File: src/rtl/yoda_arith_pkg.sv
// Shared constants for the yoda serial arithmetic blocks: FSM encoding and default width.
package yoda_arith_pkg;

  localparam int DEFAULT_WIDTH = 8;

  localparam logic [1:0] ST_IDLE = 2'd0;
  localparam logic [1:0] ST_RUN  = 2'd1;
  localparam logic [1:0] ST_DONE = 2'd2;

endpackage

File: src/rtl/tt_um_yoda_1999full_subtractor.sv
// One-bit full subtractor cell: computes a - b - bin as a difference bit plus a borrow-out.
module tt_um_yoda_1999full_subtractor (
  input  logic a,
  input  logic b,
  input  logic bin,
  output logic diff,
  output logic bout
);

  assign diff = a ^ b ^ bin;
  assign bout = (~a & b) | (~(a ^ b) & bin);

endmodule

File: src/rtl/tt_um_yoda_1999serial_subtractor.sv
// Bit-serial subtractor: one bit per RUN cycle, LSB first, with the result and the
// borrow-out registered on entry to DONE.
module tt_um_yoda_1999serial_subtractor
  import yoda_arith_pkg::*;
#(
  parameter int WIDTH = DEFAULT_WIDTH
) (
  input  logic             clk,
  input  logic             rst,
  input  logic             start,
  input  logic [WIDTH-1:0] a,
  input  logic [WIDTH-1:0] b,
  input  logic             bin,
  output logic             busy,
  output logic             done,
  output logic [WIDTH-1:0] diff,
  output logic             bout
);

  localparam int CW = $clog2(WIDTH + 1);

  logic [1:0]       r_state;
  logic [CW-1:0]    r_cnt;
  logic [WIDTH-1:0] r_a;
  logic [WIDTH-1:0] r_b;
  logic [WIDTH-1:0] r_work;
  logic             r_br;
  logic [WIDTH-1:0] r_diff;
  logic             r_bout;
  logic             r_done;
  logic             r_busy;

  logic             w_d;
  logic             w_br_next;
  logic             w_last;

  tt_um_yoda_1999full_subtractor u_cell (
    .a    (r_a[0]),
    .b    (r_b[0]),
    .bin  (r_br),
    .diff (w_d),
    .bout (w_br_next)
  );

  assign w_last = (r_cnt == CW'(WIDTH - 1));

  // Sequencer, operand shifters and result registers.
  always_ff @(posedge clk) begin
    if (rst) begin
      r_state <= ST_IDLE;
      r_cnt   <= '0;
      r_a     <= '0;
      r_b     <= '0;
      r_work  <= '0;
      r_br    <= 1'b0;
      r_diff  <= '0;
      r_bout  <= 1'b0;
      r_done  <= 1'b0;
      r_busy  <= 1'b0;
    end else begin
      case (r_state)
        ST_IDLE: begin
          r_done <= 1'b0;
          if (start) begin
            r_a     <= a;
            r_b     <= b;
            r_br    <= bin;
            r_cnt   <= '0;
            r_work  <= '0;
            r_busy  <= 1'b1;
            r_state <= ST_RUN;
          end else begin
            r_busy  <= 1'b0;
            r_state <= ST_IDLE;
          end
        end
        ST_RUN: begin
          r_a    <= r_a >> 1;
          r_b    <= r_b >> 1;
          r_work <= {w_d, r_work[WIDTH-1:1]};
          r_br   <= w_br_next;
          r_cnt  <= r_cnt + CW'(1);
          // The last bit goes straight into the result so DONE sees the full word.
          if (w_last) begin
            r_diff  <= {w_d, r_work[WIDTH-1:1]};
            r_bout  <= w_br_next;
            r_done  <= 1'b1;
            r_state <= ST_DONE;
          end else begin
            r_done  <= 1'b0;
            r_state <= ST_RUN;
          end
        end
        ST_DONE: begin
          r_done  <= 1'b0;
          r_busy  <= 1'b0;
          r_state <= ST_IDLE;
        end
        default: begin
          r_done  <= 1'b0;
          r_busy  <= 1'b0;
          r_state <= ST_IDLE;
        end
      endcase
    end
  end

  assign busy = r_busy;
  assign done = r_done;
  assign diff = r_diff;
  assign bout = r_bout;

endmodule

File: config.mk
export PLATFORM = sky130hd
export DESIGN_NAME = tt_um_yoda_1999serial_subtractor
export DESIGN_NICKNAME = d
export VERILOG_FILES = /design/src/rtl/yoda_arith_pkg.sv /design/src/rtl/tt_um_yoda_1999full_subtractor.sv /design/src/rtl/tt_um_yoda_1999serial_subtractor.sv
export SDC_FILE = /design/constraint.sdc
export NUM_CORES = 1
export LEC_CHECK = 0
export BUFFER_PORTS_ARGS = -buffer_cell sky130_fd_sc_hd__buf_2
export CAP_MARGIN = 20
export CORE_UTILIZATION = 45
export DETAILED_ROUTE_END_ITERATION = 10
export GPL_ROUTABILITY_DRIVEN = 0
export PLACE_DENSITY_LB_ADDON = 0.15
export SLEW_MARGIN = 20
export SYNTH_ARGS = -nofsm -noshare
export SYNTH_HDL_FRONTEND = slang
export SYNTH_HIERARCHICAL = 1
export SYNTH_SLANG_ARGS = --single-unit
File: constraint.sdc
create_clock -name clk -period 3.5 [get_ports clk]
set_input_delay 0.175 -clock clk [delete_from_list [all_inputs] [get_ports clk]]
set_output_delay 0.175 -clock clk [all_outputs]
set_load 0.05 [all_outputs]
==> flow_summary.toml <==
[status]
outcome = "completed"

[power]
netSwitchingPower_mw = 0.2521
leakage_nw = 0.8109
peakVddDrop_uv = 227.4
cellPowerDensity_nw_per_um2 = 471.2
p_int_mw = 0.7720
combPwrFrac = 0.125
p_seq_frac = 0.493
switching_share = 0.2462
p_total_mw = 1.024
p_clk_frac = 0.382

[routing]
detail-route-antenna-nets = 0
dr_total_vias = 1391
drt_wl_total_um = 3529
initialDrtViolationCount = 77
drt-pass1-iter-count = 4
drc_errors = 0
vias_per_cell = 5.095
wl_per_cell_um = 12.93

[critical_path]
path_cells = "nand2b_1 > or3_1 > a21oi_2"
worstSetupStartpoint = "r_state[0]"
slowest_delay_ps = 590
critPathBufInv = 0
crit_required_ps = 3720
cpMaxStageDelayCell = "nand2b_1"
end_kind = "flop"
cp_max_fo = 21
regToRegStartpoint = "r_state[0]"
start_kind = "flop"
critPathArrivalTime_ps = 2090
critical_path.top_delay_family = "simple AND/OR/NAND/NOR gates"
critPathKind = "reg2reg"

[yosys]
synth_top_area_frac = 0.4192
yosys_warnings = 6
ys_ff_latch = 41
syn_nets = 221
synth_edf_count = 0
yosysSeqAreaShare = 0.4192
async_flop_share = 0
synth_top_area_cell = "dfxtp_1"
synthTopCellsByArea = "dfxtp_1 42%, nand2b_1 6.4%, nor2_1 5.2%"
syn_area_sq_um = 1958
synth.avg_cell_area_sq_um = 9.840
ys_dominant_reg_cell = "dfxtp_1"
synth_cell_types = 35
syn_inst = 199

[timing]
hold-worst-slack_ps = 122.3
skew_ps = 9.241
hold_viol_final = 0
tns_ps = 0
worst_pin_slew_ps = 994.4
period_minus_slack_ps = 1872
rsz0062_at_grt = "no"
maxSlewViolCount = 0
fmax_mhz = 534.3
slew_headroom = 0.3371
setup_viol = 0
finalCritPeriodShare = 0.5347

[floorplanning]
start_util = 0.4792
ios = 31
die_h_um = 67.97
core_area_sq_um = 4086
die_w_um = 67.97
rows = 23
die_area_sq_um = 4619

[clock_network]
clkSlewWorstSetupHoldPaths_ps = 70
clockBufferDepth = 2
cts_resized = 0
clockRootBuffer = "clkbuf_8"
cts_max_level = 2
numCtsBuffers = 5
cts_tree = "built"
post_cts_buffers = 0
clkLatencyLatePin_ps = 290
clkSinkCount = 41
hold_buffers = 0

[global_routing]
antenna_found_initial = 0
grt_pass1_vias = 1300
grt_max_degree = 51
grt-ovfl-total = 0
grt_use_total = 0.1707
grt_pass1_wl_um = 5754

[min_path]
hp-start = "a[7]"
min_path_type = "in2reg"

[cells_and_area]
layout_common_cells = "41 x dfxtp_1, 30 x buf_2, 27 x nor2_1"
multiInputGateArea_sq_um = 1005
layout.cells.non_filler = 273
register_area_sq_um = 820.8
nFillCells = 393
area_delta_synth_final_pct = 10.99
antenna_cells = 0
final_nets = 244
mostFrequentLayoutCell = "dfxtp_1"
drive_above_1_share = 0.3274

[placed_design]
portBuffers = 30
dp.cells = 265
hpwlAfterDp_um = 2417

[run]
max-cap-violations = 0
## power groups by stage
stage               combinational (mW)  sequential, mW  clock (mW)
floorplan                        0.108           0.514           0
global placement                 0.125           0.515           0
detailed placement               0.130           0.516           0
CTS                              0.131           0.505       0.400
global route                     0.143           0.508       0.426
finish                           0.128           0.505       0.391
## cells in the mapped netlist, types with 2 or more instances
library cell  number
nor2b_1            4
nand2b_1          20
buf_6              5
clkbuf_1           4
buf_2              3
o2bb2ai_1          2
nand3_2           10
nand2_1           10
dfxtp_1           41
nor2_4             8
o22ai_1            5
a211oi_2           2
nor2_1            27
a21oi_1           10
nor4_2             8
a211oi_1           6
a21oi_2            4
nor3b_1            2
mux2i_1            9
inv_1              4
## sequential cells by signal, indices dropped and copies added (netlist names)
| signal | count |
|---|---|
| done | 1 |
| r_br | 1 |
| r_work | 7 |
| r_state | 2 |
| r_cnt | 4 |
| r_b | 8 |
| diff | 8 |
| busy | 1 |
| r_a | 8 |
| bout | 1 |
## cell type report
| class | count | share of cell area |
|---|---|---|
| clock buffer | 7 | 0.03972 |
| timing repair buffer | 30 | 0.06908 |
| tap | 50 | 0.02879 |
| inverter | 5 | 0.008636 |
| sequential | 41 | 0.3777 |
| clock inverter | 1 | 0.01382 |
| multi-input combinational | 139 | 0.4623 |
## routing by layer
metal | track usage | vias up | part of all wire
met4 | 0.07813 | 0 | 0.014
met2 | 0.2708 | 24 | 0.47
met3 | 0.04000 | 5 | 0.031
li1 | - | 717 | -
met1 | 0.2178 | 645 | 0.48
met5 | 0 | - | 0
## cells by family (layout without fill, tap and decap cells)
family                   after synthesis  after routing  share of synthesized area
flip-flops                            41             41                     0.4192
AO/OA/AOI/OAI                         33             33                     0.1220
multiplexers                           9              9                    0.04601
adder cells (fa/ha/maj)                2              2                    0.01661
AND/OR/NAND/NOR                       95             95                     0.3284
buffers and inverters                 19             43                    0.06772
## worst register-to-register path, delay by kind of cell, from the launching register on
| family | cells | cell delay [ps] |
|---|---|---|
| AND/OR/NAND/NOR | 2 | 1170 |
| flip-flops | 1 | 500 |
| AO/OA/AOI/OAI | 1 | 130 |
## metrics by stage
stage	setup slack (ps)	area (sq um)	util
global route	1496	2173	0.5318
CTS	1619	2173	0.5318
detailed placement	1630	2057	0.5034
floorplan	2318	1958	-
finish	1628	2173	0.5318
global placement	1691	2057	0.5034
## path summary, 6_finish.rpt
path,end,slack [ps],depth (start not counted)
worst min-delay path,r_a[7],120,3
worst max register to register,r_cnt[3],1630,3
worst min register to register,r_b[7],470,2
worst max-delay path,r_cnt[3],1630,3
Power figures use the tool's default switching activity.
